`src/rtl/mux_pkg.sv`:
```
// mux_pkg
// Shared types and constants for the mux_scan_nto1 block.
//   mux_state_t  : sequencer state (IDLE, SCAN, DONE)
//   MODE_MANUAL  : value of `mode` selecting manual channel select
//   MODE_SCAN    : value of `mode` selecting the automatic scan
package mux_pkg;

    typedef enum logic [1:0] {
        IDLE = 2'd0,
        SCAN = 2'd1,
        DONE = 2'd2
    } mux_state_t;

    localparam logic MODE_MANUAL = 1'b0;
    localparam logic MODE_SCAN   = 1'b1;

endpackage : mux_pkg

```
`src/rtl/mux_nto1.sv`:
```
// mux_nto1
// Combinational N-to-1 word selector.
//   data_in  [CHANNELS*WIDTH] : channel k at [k*WIDTH +: WIDTH]
//   sel      [SEL_W]          : channel index
//   word     [WIDTH]          : selected channel, zero when sel is out of range
//   in_range                  : 1 when sel < CHANNELS
module mux_nto1 #(
    parameter int WIDTH    = 1,
    parameter int CHANNELS = 16,
    parameter int SEL_W    = $clog2(CHANNELS)
) (
    input  logic [CHANNELS*WIDTH-1:0] data_in,
    input  logic [SEL_W-1:0]          sel,
    output logic [WIDTH-1:0]          word,
    output logic                      in_range
);

    // An explicit per-channel compare keeps non-power-of-two channel counts
    // safe: unused select codes match nothing and leave the word at zero.
    always_comb begin
        word     = '0;
        in_range = 1'b0;
        for (int k = 0; k < CHANNELS; k++) begin
            if (sel == SEL_W'(k)) begin
                word     = data_in[k*WIDTH +: WIDTH];
                in_range = 1'b1;
            end
        end
    end

endmodule : mux_nto1

```
`src/rtl/mux_scan_nto1.sv`:
```
// mux_scan_nto1
// Registered N-to-1 multiplexer with a built-in channel scan sequencer.
//   clk, rst_n  : rising-edge clock, asynchronous active-low reset
//   data_in     : CHANNELS words of WIDTH bits, channel k at [k*WIDTH +: WIDTH]
//   mode        : 0 = manual select via sel_in, 1 = scan (armed by start)
//   sel_in      : manual channel select
//   start       : begins a scan when idle with mode = 1
//   out         : registered selected word
//   out_sel     : channel index currently on out
//   out_valid   : out/out_sel carry a freshly sampled channel this cycle
//   busy        : scan in progress
//   done        : one-cycle pulse when a scan completes
//
// Output qualification: out_valid is a single-cycle strobe with no back
// pressure. In manual mode it is high every cycle the select is in range;
// in scan mode it is high only on the first cycle of each channel's dwell.
// The consumer must capture out/out_sel in any cycle where out_valid is high.
module mux_scan_nto1
    import mux_pkg::*;
#(
    parameter int WIDTH    = 1,
    parameter int CHANNELS = 16,
    parameter int SEL_W    = $clog2(CHANNELS),
    parameter int DWELL    = 1
) (
    input  logic                      clk,
    input  logic                      rst_n,
    input  logic [CHANNELS*WIDTH-1:0] data_in,
    input  logic                      mode,
    input  logic [SEL_W-1:0]          sel_in,
    input  logic                      start,
    output logic [WIDTH-1:0]          out,
    output logic [SEL_W-1:0]          out_sel,
    output logic                      out_valid,
    output logic                      busy,
    output logic                      done
);

    localparam int DW_W = ($clog2(DWELL + 1) < 1) ? 1 : $clog2(DWELL + 1);
    localparam logic [SEL_W-1:0] LAST_CH = SEL_W'(CHANNELS - 1);
    localparam logic [DW_W-1:0]  LAST_DW = DW_W'(DWELL - 1);

    mux_state_t        state, state_next;
    logic [SEL_W-1:0]  ch_cnt, ch_next;
    logic [DW_W-1:0]   dw_cnt, dw_next;

    logic [WIDTH-1:0]  out_next;
    logic [SEL_W-1:0]  out_sel_next;
    logic              valid_next;
    logic              busy_next;
    logic              done_next;

    logic [SEL_W-1:0]  mux_sel;
    logic [WIDTH-1:0]  mux_word;
    logic              mux_in_range;

    // Single selector shared by both paths: the scan counter owns it while
    // scanning, the manual select otherwise.
    assign mux_sel = (state == SCAN) ? ch_cnt : sel_in;

    mux_nto1 #(
        .WIDTH    (WIDTH),
        .CHANNELS (CHANNELS),
        .SEL_W    (SEL_W)
    ) u_mux (
        .data_in  (data_in),
        .sel      (mux_sel),
        .word     (mux_word),
        .in_range (mux_in_range)
    );

    // Outputs are registered, so they trail the state by one edge: the SCAN
    // state entered at the start edge produces channel 0 and busy on the
    // following edge, and the DONE state produces the done pulse while the
    // state itself is already back in IDLE.
    always_comb begin
        state_next   = state;
        ch_next      = ch_cnt;
        dw_next      = dw_cnt;
        out_next     = out;
        out_sel_next = out_sel;
        valid_next   = 1'b0;
        busy_next    = 1'b0;
        done_next    = 1'b0;

        case (state)
            IDLE: begin
                if (mode == MODE_SCAN) begin
                    if (start) begin
                        state_next = SCAN;
                        ch_next    = '0;
                        dw_next    = '0;
                    end
                end else begin
                    out_next     = mux_word;
                    out_sel_next = sel_in;
                    valid_next   = mux_in_range;
                end
            end

            SCAN: begin
                busy_next = 1'b1;
                // Sample the channel only on the first dwell cycle and hold it.
                if (dw_cnt == '0) begin
                    out_next     = mux_word;
                    out_sel_next = ch_cnt;
                    valid_next   = 1'b1;
                end
                if (dw_cnt == LAST_DW) begin
                    dw_next = '0;
                    if (ch_cnt == LAST_CH) begin
                        ch_next    = '0;
                        state_next = DONE;
                    end else begin
                        ch_next = ch_cnt + 1'b1;
                    end
                end else begin
                    dw_next = dw_cnt + 1'b1;
                end
            end

            DONE: begin
                done_next  = 1'b1;
                state_next = IDLE;
            end

            default: begin
                state_next = IDLE;
            end
        endcase
    end

    always_ff @(posedge clk or negedge rst_n) begin
        if (!rst_n) begin
            state     <= IDLE;
            ch_cnt    <= '0;
            dw_cnt    <= '0;
            out       <= '0;
            out_sel   <= '0;
            out_valid <= 1'b0;
            busy      <= 1'b0;
            done      <= 1'b0;
        end else begin
            state     <= state_next;
            ch_cnt    <= ch_next;
            dw_cnt    <= dw_next;
            out       <= out_next;
            out_sel   <= out_sel_next;
            out_valid <= valid_next;
            busy      <= busy_next;
            done      <= done_next;
        end
    end

endmodule : mux_scan_nto1
```
`config.mk`:
```
export PLATFORM = sky130hd
export DESIGN_NAME = mux_scan_nto1
export DESIGN_NICKNAME = d
export VERILOG_FILES = /design/src/rtl/mux_pkg.sv /design/src/rtl/mux_nto1.sv /design/src/rtl/mux_scan_nto1.sv
export SDC_FILE = /design/constraint.sdc
export NUM_CORES = 1
export LEC_CHECK = 0
export ABC_AREA = 1
export CORE_MARGIN = 4
export CORE_UTILIZATION = 43
export DETAILED_ROUTE_END_ITERATION = 16
export PLACE_DENSITY = 0.88
export SLEW_MARGIN = 20
export SYNTH_ARGS = -nofsm -noshare
export SYNTH_HDL_FRONTEND = slang
export SYNTH_SLANG_ARGS = --single-unit
```
`constraint.sdc`:
```
create_clock -name clk -period 2.05 [get_ports clk]
set_clock_uncertainty 0.15 [all_clocks]
set_input_delay 0.205 -clock clk [delete_from_list [all_inputs] [get_ports clk]]
set_output_delay 0.205 -clock clk [all_outputs]
set_load 0.02 [all_outputs]
```
Yosys cells after proc, flatten, opt, wreduce, memory -nomap -nowiden

Cells that the tools add are included.

Eq/ne operators: 23
Muxes and demuxes: 58
$add $sub $neg: 2
Reductions and logical operators: 7

Operator list:

| kind                                                             | number |
|---|---|
| 1-bit 2-to-1 mux                                                 | 41 |
| 4-bit == test (second input constant)                            | 9 |
| 4-bit 2-to-1 mux                                                 | 7 |
| 4-bit by 3-bit == test with 1-bit output (second input constant) | 4 |
| 4-bit case mux with 2 select lines                               | 2 |
| 4-bit by 2-bit == test with 1-bit output (second input constant) | 2 |
| 2-bit 2-to-1 mux                                                 | 4 |
| 2-bit != test (second input constant)                            | 4 |
| 4-bit AND reduction                                              | 2 |
| 1-bit case mux with 2 select lines                               | 3 |
| 3-bit AND reduction                                              | 2 |
| 4-bit by 1-bit adder with 4-bit output (second input constant)   | 1 |
| 4-bit by 1-bit == test with 1-bit output (second input constant) | 1 |
| 4-bit logical NOT                                                | 1 |
| 2-bit case mux with 2 select lines                               | 1 |
| 2-bit by 1-bit == test with 1-bit output (second input constant) | 1 |
| 2-bit == test (second input constant)                            | 1 |
| 2-bit logical NOT                                                | 1 |
| 2-bit by 1-bit != test with 1-bit output (second input constant) | 1 |
| 2-bit nonzero test                                               | 1 |
| 1-bit adder (second input constant)                              | 1 |

Word-level logic and storage cells: 98
Input bits: 24
Register bits: 15
Output and inout port bits: 8

Longest topological paths before layout

Word-level depth: 21
Gate-level depth with buffers: 15
Gate-level depth less buffers: 15

Hierarchy

Synthesis repeated with hierarchy kept, for this count alone.

Cells, all modules: 125
Area total of the unflattened synthesis: 873.3 µm²

Modules (own cells, without submodules):

| module        | area each (µm²) | seq. area each (µm²) | cells an instance | times used |
|---|---|---|---|---|
| mux_scan_nto1 | 631.9           | 350.3                | 73                | 1 |
| mux_nto1      | 241.5           | 0.0                  | 52                | 1 |

Least setup slack after synthesis

Ideal clock, no wire load.

Path type: flip-flop to flip-flop
Start: reg state[1]
End: reg out
Arrival time: 1.348 ns
Required time: 1.783 ns
Slack: 0.436 ns
Library setup time: 0.117 ns
Path buffers: 0
Clock period less this slack: 1.614 ns
Cell stages (with the launch flop): 15
Cell sequence: dfrtp_1 inv_4 nand2_8 nand2_1 nand2_2 o21ai_1 nand2_1 nand2_1 nand3_1 nand2_1 nand4_1 nor2_1 nand4_1 nand2_1 nand2_1

Word-level cells in the longest chain between the ends: 21
Elaborated cells on any way between the ends: 42
Classes of those cells: eq/ne (18); mux (20); reduce/logical (4)

RTL lines:

| what                                       | RTL line                                  | RTL |
|---|---|---|
| from (decl)                                | mux_scan_nto1.sv:43                       | `mux_state_t state, state_next;` |
| from (signal assigned)                     | mux_scan_nto1.sv:144                      | `state <= state_next;` |
| 2-bit by 1-bit == test with 1-bit output   | mux_scan_nto1.sv:59, mux_scan_nto1.sv:86  |  |
| 4-bit 2-to-1 mux                           | mux_scan_nto1.sv:59                       | `assign mux_sel = (state == SCAN) ? ch_cnt : sel_in;` |
| 4-bit logical NOT                          | mux_nto1.sv:24                            | `if (sel == SEL_W'(k)) begin` |
| 1-bit 2-to-1 mux (16 in a row)             | mux_nto1.sv:24                            |  |
| 1-bit 2-to-1 mux, on equally long branches | mux_scan_nto1.sv:104, mux_scan_nto1.sv:88 |  |
| 1-bit case mux with 2 select lines         | mux_scan_nto1.sv:86                       | `case (state)` |
| to (signal assigned)                       | mux_scan_nto1.sv:147                      | `out <= out_next;` |
| to (decl)                                  | mux_scan_nto1.sv:32                       | `output logic [WIDTH-1:0] out,` |

Parallel ways exist; a longest one is shown, timed or not. The select of a mux whose other input is x is not followed.
A chain may end at the register's enable or synchronous reset.

Final worst setup path

Start: reg state[0]
End: reg out

Same word-level chain as after synthesis.

==> reports/qor.yml <==
outcome: "finished clean"
coreArea_sq_um: 1802
io_pins: 32
rrSetupSlack_ps: 190
vias: 903
synth_edf_count: 0
yosysMostFrequentCell: "nand2_1"
place_hpwl_microns: 1806
path_max_fanout: 10
synthFlopType: "dfrtp_1"
port_buffers: 31
fin_util: 0.6764
clock-sinks: 14
rr_worst_depth: 13
postSynthCellCount: 114
yosysWarnings: 0
end_kind: "flip-flop"
die_w_microns: 52.52
async_reset_ff_frac: 1.000
cts_resized: 0
finalSetupTns_ps: 0
synth.cells.most_frequent: "nand2_1 (28), dfrtp_1 (14), nand3_1 (12)"
yosysTopAreaCell: "dfrtp_1"
synth.net_count: 139
fillCellCount: 167
grt_remaining_overflow: 0
worst_ep_required_time_ps: 2090
finalHoldViolCount: 0
synth_seq_cells: 14
cp_common_cell: "nand2_1"
placementRows: 15
hold_ws_ps: 149.2
p_leak_nw: 0.5499
cts_setup_buffers: 0
drc: 0
hp-class: "in2async"
area_growth_pct: 43.03
globalplace.congestion: 0.8531
die_h_microns: 52.52
layoutNonFillerInstCount: 173
drt-initial-drc-count: 25
grt_usage: 0.1729
relSlewSlack: 0.5736
detail-route-antenna-nets: 0
antenna_found_initial: 0
synth.top_cell.area_share: 0.4112
syn-mean-instance-area_sq_um: 7.474
diodes: 0
drive_above_1_share: 0.1014
cts.path.max_buffers: 2
h-tree-depth: 1
ys_seq_area_frac: 0.4112
crit_chain: "nand2_8 -> nand2_1 -> nand2_1 -> nand3_1 -> nand3_1 -> nand2_1 -> nand3_1 -> nand2_1 -> nand4_1 -> nor2_1 -> nand4_1 -> nand2_1 -> nand2_1"
cts_root_buffer: "clkbuf_4"
cpPeakStageDelay_ps: 550
critical_path_arrival_ps: 1900
fmax_mhz: 537.2
synthesis.area_sq_um: 852.1
cts_tree: "yes"
reg2reg_to: "out"
crit_type: "reg2reg"
critPathTopFamily: "simple AND/OR/NAND/NOR gates"
powerDensity_nw_per_um2: 1425
slew_violations: 0
start_kind: "flip-flop"
placed_cells: 169
cts_inserted_buffers: 3
rsz0062_at_grt: "no"
synthTopCellsByArea: "dfrtp_1 (41%), nand2_1 (12%), nand3_1 (7.0%)"
grt_max_degree: 15
initial_core_util: 0.4729
r2r-start: "state[0]"
dieArea_sq_um: 2758
ctsHoldBuffers: 0
wl_per_cell_microns: 12.83
finalSetupViolations: 0
period_share: 0.9081
final_nets: 174
insertion_delay_ps: 290
drv_cap: 0
finalWirelength_microns: 2220
critPathBufInv: 0
synth.distinct_cells: 24
vias_per_cell: 5.220
irDropWorstVdd_uv: 989.7
grt_pass1_vias: 849
worst_pin_slew_ps: 637.7
first_pass_iters: 4
p_total_w: 0.001736
path_clk_slew_ps: 100
grt_pass1_wl_microns: 3525
period_needed_ps: 1862
crit_path_top_delay_cell: "dfrtp_1"
[power by group]
group / internal [W] / switching [W] / leakage, nW
clock: 0.000108 / 0.000101 / 0.0210
combinational: 0.000408 / 0.000643 / 0.361
sequential: 0.000392 / 0.0000840 / 0.168
total: 0.000908 / 0.000828 / 0.550
[area by class of cell]
| type | instances | area (sq um) | share of cell area |
|---|---|---|---|
| flip-flops and latches | 14 | 350.3 | 0.2875 |
| clock buffers | 4 | 36.28 | 0.02977 |
| well taps | 25 | 31.28 | 0.02567 |
| inverters | 15 | 58.81 | 0.04825 |
| repair buffers | 31 | 310.3 | 0.2546 |
| multi-input cells | 84 | 431.7 | 0.3542 |
[metal layers]
| metal | routed length [microns] | vias to the layer above | part of all wire | track usage |
|---|---|---|---|---|
| met5 | 0 | - | 0 | 0 |
| met4 | 48 | 0 | 0.022 | 0.07234 |
| met3 | 113 | 6 | 0.051 | 0.03704 |
| met2 | 1131 | 28 | 0.51 | 0.3017 |
| met1 | 926 | 419 | 0.42 | 0.2018 |
| li1 | - | 450 | - | - |
[state kept, by name, indices dropped and copies added, names as in the netlist]
register   flops
busy           1
ch_cnt         4
done           1
out            1
out_sel        4
out_valid      1
state          2
[logic make-up after synthesis]
logic type	share of synthesized area
adders and majority gates	0.01468
and+or+nand+nor	0.3818
buffers and inverters	0.08224
AOI/OAI and AO/OA	0.1101
DFF	0.4112
[worst reg2reg max path: stages, from the launching register on]
cell	delay, ps
dfrtp_1	550
nand2_8	120
nand2_1	70
nand2_1	130
nand3_1	130
nand3_1	80
nand2_1	60
nand3_1	70
nand2_1	70
nand4_1	70
nor2_1	90
nand4_1	70
nand2_1	60
nand2_1	50
[how the worst max path moves through the flow]
stage	from	to	slack, ps	cells after the start
floorplan	state[1]	out	440	14
global placement	sel_in[0]	out	180	14
detailed placement	sel_in[0]	out	120	14
CTS	state[0]	out	190	13
global route	state[0]	out	4	13
finish	state[0]	out	190	13
[placed cells by master, fill, tap and decap left out, types with 2 or more instances in the layout]
cell type / n
nand4_1: 5
dfrtp_1: 14
a21oi_1: 5
nor3_1: 4
clkbuf_4: 3
nor2_1: 10
inv_2: 2
nand2_1: 28
nand2_2: 4
clkdlybuf4s50_1: 31
nand3_1: 12
nor2_2: 2
inv_1: 11
o21ai_0: 5
[metrics by stage]
stage	instance area [sq um]	setup WS (ps)
after floorplan	852.1	435.9
after global routing	1219	3.854
final	1219	188.4
after detailed placement	1182	119.1
after CTS	1219	189.2
after global placement	1182	181.3
Note: power is estimated with default switching activity, not from simulation.
==> patch: new RTL, config.mk and constraints unchanged <==
Make the reset (`rst_n`) synchronous in one clocked block. Comments in the files are not updated.
--- a/src/rtl/mux_scan_nto1.sv
+++ b/src/rtl/mux_scan_nto1.sv
@@ -130,7 +130,7 @@
         endcase
     end
 
-    always_ff @(posedge clk or negedge rst_n) begin
+    always_ff @(posedge clk) begin
         if (!rst_n) begin
             state     <= IDLE;
             ch_cnt    <= '0;
Behaviour: differs if rst_n is asserted again (counterexample within 4 cycles, from zero or initial values and one cycle with rst_n low); with rst_n held inactive, the same outputs for 10 cycles.
==> patch against the unedited design <==
  * Synthesized area decreased by 1.0%
  * Routed wire length grew 7.3%
  * Synthesized cell count up 11%
  * Design area up 1.2%
  * First-iteration DRC count up 72%
  * Worst setup slack gained 0.022 ns
  * Critical path depth shrank 1
  * Via count rose by 10%
  * Sequential cell count unchanged
  * Largest cell class unchanged
Power is not compared: it rests on default switching activity, and its combinational part moved more than twofold at a synthesized area within 25%.
==> patch: results <==
group,metric,value,unit
critical_path,worstPathArrival,1.86,ns
placed_design,gp_congestion,0.938,
pwr,p_leak,0.525,nW
worst_hold_path,hold_end,"out",
grt,grt_max_degree,11,
clock_network,clockBufferDepth,2,
grt,grt_pass1_wl,3.68,mm
worst_hold_path,min_from,"out",
grt,antenna_found_initial,0,
critical_path,r2r-start,"state[1]",
synth,ys_types,22,
placed_design,dpl_cell_area,0.00119,mm2
route,vias,996,
clock_network,cts-root-buf,"clkbuf_4",
route,wire_per_inst,12.7,um
route,first_pass_iters,4,
critical_path,crit_fanout,10,
synth,synthTopCellsByCount,"28 x nand2_1, 16 x inv_1, 14 x dfxtp_1",
worst_hold_path,min_path_type,"reg -> reg",
placed_design,dpl.hpwl,1.89,mm
synth,synth-xor-area-share,2.08,%
clock_network,cts_buffers,3,
synth,postSynth.asyncResetShare,0,%
final_layout,top_regs,"ch_cnt x4, out_sel x4, state x2",
synth,synth-compound-area-share,17.2,%
sta,maxSlewHeadroom,74.7,%
clock_network,insertion_delay,0.28,ns
critical_path,r2r_slack,0.21,ns
synth,synthesis.nets,152,
synth,synth_flop_cell,"dfxtp_1",
synth,synth_top_cells_by_area,"dfxtp_1 33%, nand2_1 12%, a21oi_1 7.1%, nand3_1 7.1%, inv_1 7.1%",
synth,synthAdderAreaFrac,1.48,%
grt,grt_pass1_vias,890,
route,drt_iter0_drc,43,
synth,ys_seq_area_share,33.2,%
synth,yosys_warnings,0,
final_layout,fin_nets,189,
final_layout,drive_above_1_share,11.7,%
clock_network,clk_pin_slew_worst_paths,0.09,ns
critical_path,reg2reg_depth,12,
worst_hold_path,worstHoldPathCells,2,
pwr,ir_drop,0.395,mV
final_layout,diodes,0,
sta,fin_hold_ws,0.344,ns
placed_design,io_buffers,31,
run_status,outcome,"complete, no violations",
critical_path,rr_endpoint,"out",
grt,grt_usage,17.8,%
synth,muxShareOfSynthArea,0,%
clock_network,h-tree-depth,1,
## patch: cell types whose count changed after synthesis, moves of 2 or more
cell     delta
nand2_4     +2
dfxtp_1    +14
nand4_1     -2
dfrtp_1    -14
nor2_2      -2
inv_1       +5
xor2_1      +2
a21oi_1     +7
## patch: worst max-delay path, cell delays in order (launching register included)
cell,delay (ns)
dfxtp_1,0.36
inv_2,0.14
nand2_4,0.12
nand2_1,0.10
nand2_2,0.10
nor2_1,0.17
inv_1,0.08
nor3_1,0.19
nor2_1,0.06
nand2_1,0.06
nand4_1,0.07
nand2_1,0.08
a21oi_2,0.05
## patch: area by class of cell
| type | instances | area [um2] |
|---|---|---|
| inverters | 19 | 71.3 |
| flip-flops and latches | 14 | 280 |
| repair buffers | 32 | 318 |
| well taps | 25 | 31.3 |
| fillers | 145 | 549 |
| multi-input cells | 94 | 497 |
| clock buffers | 4 | 36.3 |
## patch: timing repair
action | in CTS | in global routing
gates resized for setup | 0 | 1
setup endpoints to repair | 0 | 1
buffers inserted | 0 | 0
## patch: worst max-delay path by stage
stage / slack, ns / endpoint / startpoint
detailed placement: 0.14 / out / sel_in[0]
floorplan: 0.43 / out / state[0]
global route: 0.01 / out / state[1]
global placement: 0.22 / out / sel_in[0]
CTS: 0.21 / out / state[1]
finish: 0.21 / out / state[1]
## patch: stage by stage
stage,setup slack [ns],cells
final,0.211,188
after global routing,0.0110,188
after CTS,0.208,188
after detailed placement,0.143,184
after global placement,0.223,184
after floorplan,0.433,127
## patch: kinds of logic (layout without fill, tap and decap cells)
family / count (synthesis) / in the layout
AND/OR/NAND/NOR: 67 / 67
adder cells (fa/ha/maj): 1 / 1
buffers and inverters: 19 / 55
XOR/XNOR: 2 / 2
flip-flops: 14 / 14
AO/OA/AOI/OAI: 24 / 24
## patch: per-layer routing
metal / GRT usage, % / vias to the layer above / part of all wire (%) / wire [um]
met4: 7.66 / 0 / 1.8 / 44
met3: 3.13 / 9 / 8.8 / 209
met5: 0 / - / 0 / 0
li1: - / 495 / - / -
met1: 22.0 / 432 / 44 / 1060
met2: 30.0 / 60 / 45 / 1070
## patch: power breakdown
| part | total, mW | internal, mW | switching [mW] |
|---|---|---|---|
| clock | 0.201 | 0.108 | 0.0932 |
| sequential | 0.298 | 0.287 | 0.0108 |
| combinational | 0.212 | 0.0999 | 0.112 |
